--- config.mk ---
export PLATFORM = sky130hd
export DESIGN_NAME = adsr_envelope
export DESIGN_NICKNAME = d
export VERILOG_FILES = /design/src/rtl/adsr_pkg.sv /design/src/rtl/adsr_vca.sv /design/src/rtl/adsr_envelope.sv
export SDC_FILE = /design/constraint.sdc
export NUM_CORES = 1
export LEC_CHECK = 0
export CORE_UTILIZATION = 46
export CTS_CLUSTER_DIAMETER = 60
export DETAILED_ROUTE_END_ITERATION = 10
export PLACE_DENSITY = 0.66
export SLEW_MARGIN = 5
export SYNTH_ARGS = -nofsm -noshare
export SYNTH_HDL_FRONTEND = slang
export SYNTH_SLANG_ARGS = --single-unit
--- constraint.sdc ---
create_clock -name clk -period 10.2 [get_ports clk]
set_input_delay 1.02 -clock clk [delete_from_list [all_inputs] [get_ports clk]]
set_output_delay 1.02 -clock clk [all_outputs]
set_load 0.02 [all_outputs]
--- src/rtl/adsr_pkg.sv ---
// Shared types and constants for the ADSR envelope block.
package adsr_pkg;
  localparam int ENV_W = 16;
  localparam logic [ENV_W-1:0] ENV_MAX = 16'hFFFF;

  typedef enum logic [2:0] {
    ST_IDLE    = 3'd0,
    ST_ATTACK  = 3'd1,
    ST_DECAY   = 3'd2,
    ST_SUSTAIN = 3'd3,
    ST_RELEASE = 3'd4
  } adsr_state_e;
endpackage

--- src/rtl/adsr_vca.sv ---
// Two-stage VCA: registers operands, then registers floor(sample * level / 2^16).
module adsr_vca
  import adsr_pkg::*;
(
  input  logic             clk,
  input  logic             reset,
  input  logic [15:0]      sample_in,
  input  logic [ENV_W-1:0] level,
  output logic [15:0]      sample_out
);
  logic [15:0]         s_q;
  logic [ENV_W-1:0]    l_q;
  logic signed [32:0]  product;
  logic                unused_bits;

  // level is zero-extended so 0xFFFF stays positive; the result never overflows 16 bits
  assign product     = $signed(s_q) * $signed({1'b0, l_q});
  assign unused_bits = ^{product[32], product[15:0]};

  always_ff @(posedge clk or posedge reset) begin
    if (reset) begin
      s_q        <= '0;
      l_q        <= '0;
      sample_out <= '0;
    end else begin
      s_q        <= sample_in;
      l_q        <= level;
      sample_out <= product[31:16];
    end
  end
endmodule

--- src/rtl/adsr_envelope.sv ---
// Per-voice ADSR envelope with prescaled update tick and 2-cycle VCA.
// Optional: ADSR_HARD_RESTART_EN zeroes the level when a rise retriggers ATTACK.
module adsr_envelope
  import adsr_pkg::*;
#(
  parameter int PRESCALE = 256
) (
  input  logic        clk,
  input  logic        reset,
  input  logic        gate,
  input  logic [15:0] sample_in,
  input  logic [15:0] attack_rate,
  input  logic [15:0] decay_rate,
  input  logic [15:0] sustain_level,
  input  logic [15:0] release_rate,
  output logic [15:0] sample_out,
  output logic [15:0] level_out,
  output logic [2:0]  state_out,
  output logic        active
);
  localparam int CW = (PRESCALE > 1) ? $clog2(PRESCALE) : 1;

  logic [CW-1:0]    cnt;
  logic             tick, gate_q, rise, fall;
  adsr_state_e      state;
  logic [ENV_W-1:0] level;
  logic [ENV_W:0]   att_sum, dec_lim;

  assign tick    = (cnt == CW'(PRESCALE - 1));
  assign rise    = gate & ~gate_q;
  assign fall    = ~gate & gate_q;
  assign att_sum = {1'b0, level} + {1'b0, attack_rate};
  // level - decay <= sustain, rearranged to avoid an underflowing subtraction
  assign dec_lim = {1'b0, sustain_level} + {1'b0, decay_rate};

  always_ff @(posedge clk or posedge reset) begin
    if (reset) cnt <= '0;
    else       cnt <= tick ? '0 : cnt + 1'b1;
  end

  always_ff @(posedge clk or posedge reset) begin
    if (reset) begin
      state  <= ST_IDLE;
      level  <= '0;
      gate_q <= 1'b0;
    end else begin
      gate_q <= gate;
      if (rise) begin
        if (state == ST_IDLE || state == ST_RELEASE) begin
          state <= ST_ATTACK;
`ifdef ADSR_HARD_RESTART_EN
          level <= '0;
`else
          level <= level;
`endif
        end
      end else if (fall) begin
        if (state == ST_ATTACK || state == ST_DECAY || state == ST_SUSTAIN)
          state <= ST_RELEASE;
      end else if (tick) begin
        case (state)
          ST_ATTACK: begin
            if (attack_rate == '0 || att_sum >= {1'b0, ENV_MAX}) begin
              level <= ENV_MAX;
              state <= ST_DECAY;
            end else begin
              level <= att_sum[ENV_W-1:0];
            end
          end
          ST_DECAY: begin
            if (decay_rate == '0 || {1'b0, level} <= dec_lim) begin
              level <= sustain_level;
              state <= ST_SUSTAIN;
            end else begin
              level <= level - decay_rate;
            end
          end
          ST_SUSTAIN: level <= sustain_level;
          ST_RELEASE: begin
            if (release_rate == '0 || level <= release_rate) begin
              level <= '0;
              state <= ST_IDLE;
            end else begin
              level <= level - release_rate;
            end
          end
          ST_IDLE: level <= '0;
          default: begin
            level <= '0;
            state <= ST_IDLE;
          end
        endcase
      end
    end
  end

  assign level_out = level;
  assign state_out = state;
  assign active    = (state != ST_IDLE);

  adsr_vca u_vca (
    .clk        (clk),
    .reset      (reset),
    .sample_in  (sample_in),
    .level      (level),
    .sample_out (sample_out)
  );
endmodule

==> flow_summary.toml <==
[run_status]
outcome = "finished, final reports clean"

[power]
power_mw = 1.06
p_leak_nw = 8.12
p_per_area_nw_per_um2 = 65.4
vdd_drop_max_v = 0.0000602

[min_path]
hold_path.startpoint = "cnt[7]"
hold_path_depth = 1
hp-class = "reg -> reg"
hold_end = "cnt[7]"

[die]
die_area_um2 = 31900
fp.dieW_um = 179
core.rowCount = 64
die_h_um = 179
core_area_um2 = 30700
pin_count = 119
initial_core_util_pct = 46.8

[route]
wl_met2_um = 18300
first_pass_iters = 5
wl_per_cell_um = 18.2
drc = 0
maxUsedRoutingLayer = "met4"
routed_via_density = 5.52
drt_iter0_drc = 807
routed-wl-met3_um = 2670
postRouteAntennaNets = 0
vias = 11700
drt-met1-wl_um = 16500
drt-total-wl_um = 38600

[setup_path]
endpoint_kind = "flop"
cp-start-kind = "flop"
crit_path_top_delay_cell = "dfrtp_1"
worst_ep_required_time_ns = 10.47
rrSetupSlack_ns = 3.50
r2r_cells = 22
path_cells = "nand2_1, fa_1, inv_1, fa_1, inv_1, fa_1, inv_1, fa_1, fa_1, inv_1, fa_1, inv_1, ha_1, and4_1, nand3_1, or3_1, a21oi_1, nor2_1, nor3_1, o31ai_1, a21boi_0, xor2_1"
critical_path_class = "reg -> reg"
cp_top_family = "adder cells"
r2r_start = "u_vca.s_q[9]"
critPathArrivalTime_ns = 6.97
critPathMaxFanout = 16
r2r-end = "u_vca.sample_out[14]"
crit_buf_inv = 5
cpMostUsedCell = "fa_1"
slowest_delay_ns = 0.74

[clock_network]
post-cts-setup-buffers = 0
cts_buffers = 9
htreeDepth = 3
root_buffer = "clkbuf_16"
numClockSinks = 76
clockBufferDepth = 2
cts_tree = "yes"
clkLatencyLatePin_ns = 0.35
cts_resized = 0
holdBufCountCts = 0
clkSlewWorstSetupHoldPaths_ns = 0.07

[sta]
worstMarginPinSlew_ns = 1.21
fin_crit_sh_pct = 65.7
rsz0062_at_grt = "false"
holdWs_ns = 0.485
period_minus_slack_ns = 6.70
clock.fmax_ghz = 0.149
setup_viol_count_final = 0
tns_ns = 0
relSlewSlack_pct = 18.7
clock_skew_ns = 0.0144
final_hold_viol_count = 0
drv_slew = 0

[finish]
syn2layout_area_growth_pct = 13.1
drive_above_1_share_pct = 2.78
fin_util_pct = 53.0
finalNetCount = 2197
diodes = 0
nFillCells = 2820

[place]
routabilityCongestion = 0.921
dp_hpwl_um = 31400
io_buffers = 118

[grt]
grt_pass1_vias = 12100
antenna_found_initial = 0
grt_max_degree = 65
overflow = 0
grt_pass1_wl_um = 62700
grt.total_usage_pct = 25.7

[synth]
synth-main-ff-cell = "dfrtp_1"
synth_cell_type_count = 69
synth_area_leaders = "fa_1 (27%), ha_1 (17%), dfrtp_1 (13%)"
synth_nets = 2103
synth_top_cell_area_share_pct = 27.5
syn_area_um2 = 14400
syn-instance-count = 1627
synth_edf_count = 0
synth.ff_latch_count = 76
ys_seq_area_share_pct = 13.2
yosys.cell_count.top_type = "inv_1"
synth.avg_cell_area_um2 = 8.83
async_reset_ff_share_pct = 100
synth_common_cells = "inv_1 (281), fa_1 (197), ha_1 (196), nand2_1 (193), and2_1 (114)"
synth_top_area_cell = "fa_1"
synth_warnings = 0

[run]
max-cap-violations = 0
-- cell type report --
class                   count  area (um^2)  area share, %
clock buffers              12          246           1.52
clock inverters             4         72.6          0.447
inverters                 283         1060           6.54
multi-input cells        1227        11200           69.2
flip-flops and latches     76         1900           11.7
well taps                 396          495           3.05
repair buffers            124         1230           7.55
-- flip-flops by register name (all words and copies together), names as in the netlist --
register / flops
level_out: 16
u_vca.l_q: 16
u_vca.s_q: 16
u_vca.sample_out: 16
cnt: 8
state_out: 3
gate_q: 1
-- worst max-delay path by stage --
| stage | from | endpoint | slack [ns] | depth (start not counted) |
|---|---|---|---|---|
| floorplan | u_vca.s_q[7] | u_vca.sample_out[14] | 4.20 | 23 |
| global placement | u_vca.s_q[8] | u_vca.sample_out[14] | 3.59 | 22 |
| detailed placement | u_vca.s_q[8] | u_vca.sample_out[14] | 3.48 | 22 |
| CTS | u_vca.s_q[8] | u_vca.sample_out[14] | 3.47 | 22 |
| global route | u_vca.s_q[9] | u_vca.sample_out[14] | 3.15 | 22 |
| finish | u_vca.s_q[9] | u_vca.sample_out[14] | 3.50 | 22 |
-- kinds of logic (layout without fill, tap and decap cells) --
family	after synthesis	in the layout	synth area share, %
multiplexers	9	9	0.723
AO/OA/AOI/OAI	250	250	11.6
adder cells (fa/ha/maj)	393	393	44.5
flip-flops	76	76	13.2
XOR/XNOR	67	67	4.09
buffers and inverters	324	423	8.47
AND/OR/NAND/NOR	508	508	17.4
-- layout by cell type (no fill, tap or decap), types with 22 or more instances in the layout --
master	count
nand3_1	22
a21o_1	28
and2_1	114
nand2_1	193
a21oi_1	71
xor2_1	29
inv_1	280
xnor2_1	38
ha_1	196
o21ai_0	47
dfrtp_1	76
fa_1	197
clkdlybuf4s50_1	118
nor2_1	76
-- routing by layer --
| layer | track usage, % | vias up |
|---|---|---|
| met4 | 8.44 | 0 |
| met5 | 0 | - |
| li1 | - | 5474 |
| met2 | 42.3 | 380 |
| met3 | 4.58 | 75 |
| met1 | 34.1 | 5780 |
-- metrics by stage --
stage / cells / area, um^2 / worst slack (ns)
6_report: 2122 / 16300 / 3.50
3_3_place_gp: 2106 / 15900 / 3.59
3_5_place_dp: 2106 / 15900 / 3.48
4_1_cts: 2122 / 16300 / 3.47
2_1_floorplan: 1627 / 14400 / 4.20
5_1_grt: 2122 / 16300 / 3.15
-- power breakdown --
part	leakage, nW	internal [mW]	switching (mW)	total (mW)
Sequential	0.968	0.314	0.0329	0.347
Combinational	7.00	0.152	0.203	0.355
Clock	0.153	0.221	0.139	0.360
Total	8.12	0.688	0.375	1.06
-- worst register-to-register path, cell delays in order, from the launching register on --
cell      delay (ns)
dfrtp_1         0.74
nand2_1         0.15
fa_1            0.51
inv_1           0.05
fa_1            0.51
inv_1           0.06
fa_1            0.53
inv_1           0.05
fa_1            0.45
fa_1            0.49
inv_1           0.05
fa_1            0.47
inv_1           0.04
ha_1            0.30
and4_1          0.20
nand3_1         0.09
or3_1           0.42
a21oi_1         0.47
nor2_1          0.12
nor3_1          0.36
o31ai_1         0.17
a21boi_0        0.22
xor2_1          0.17
Power figures use the tool's default switching activity.
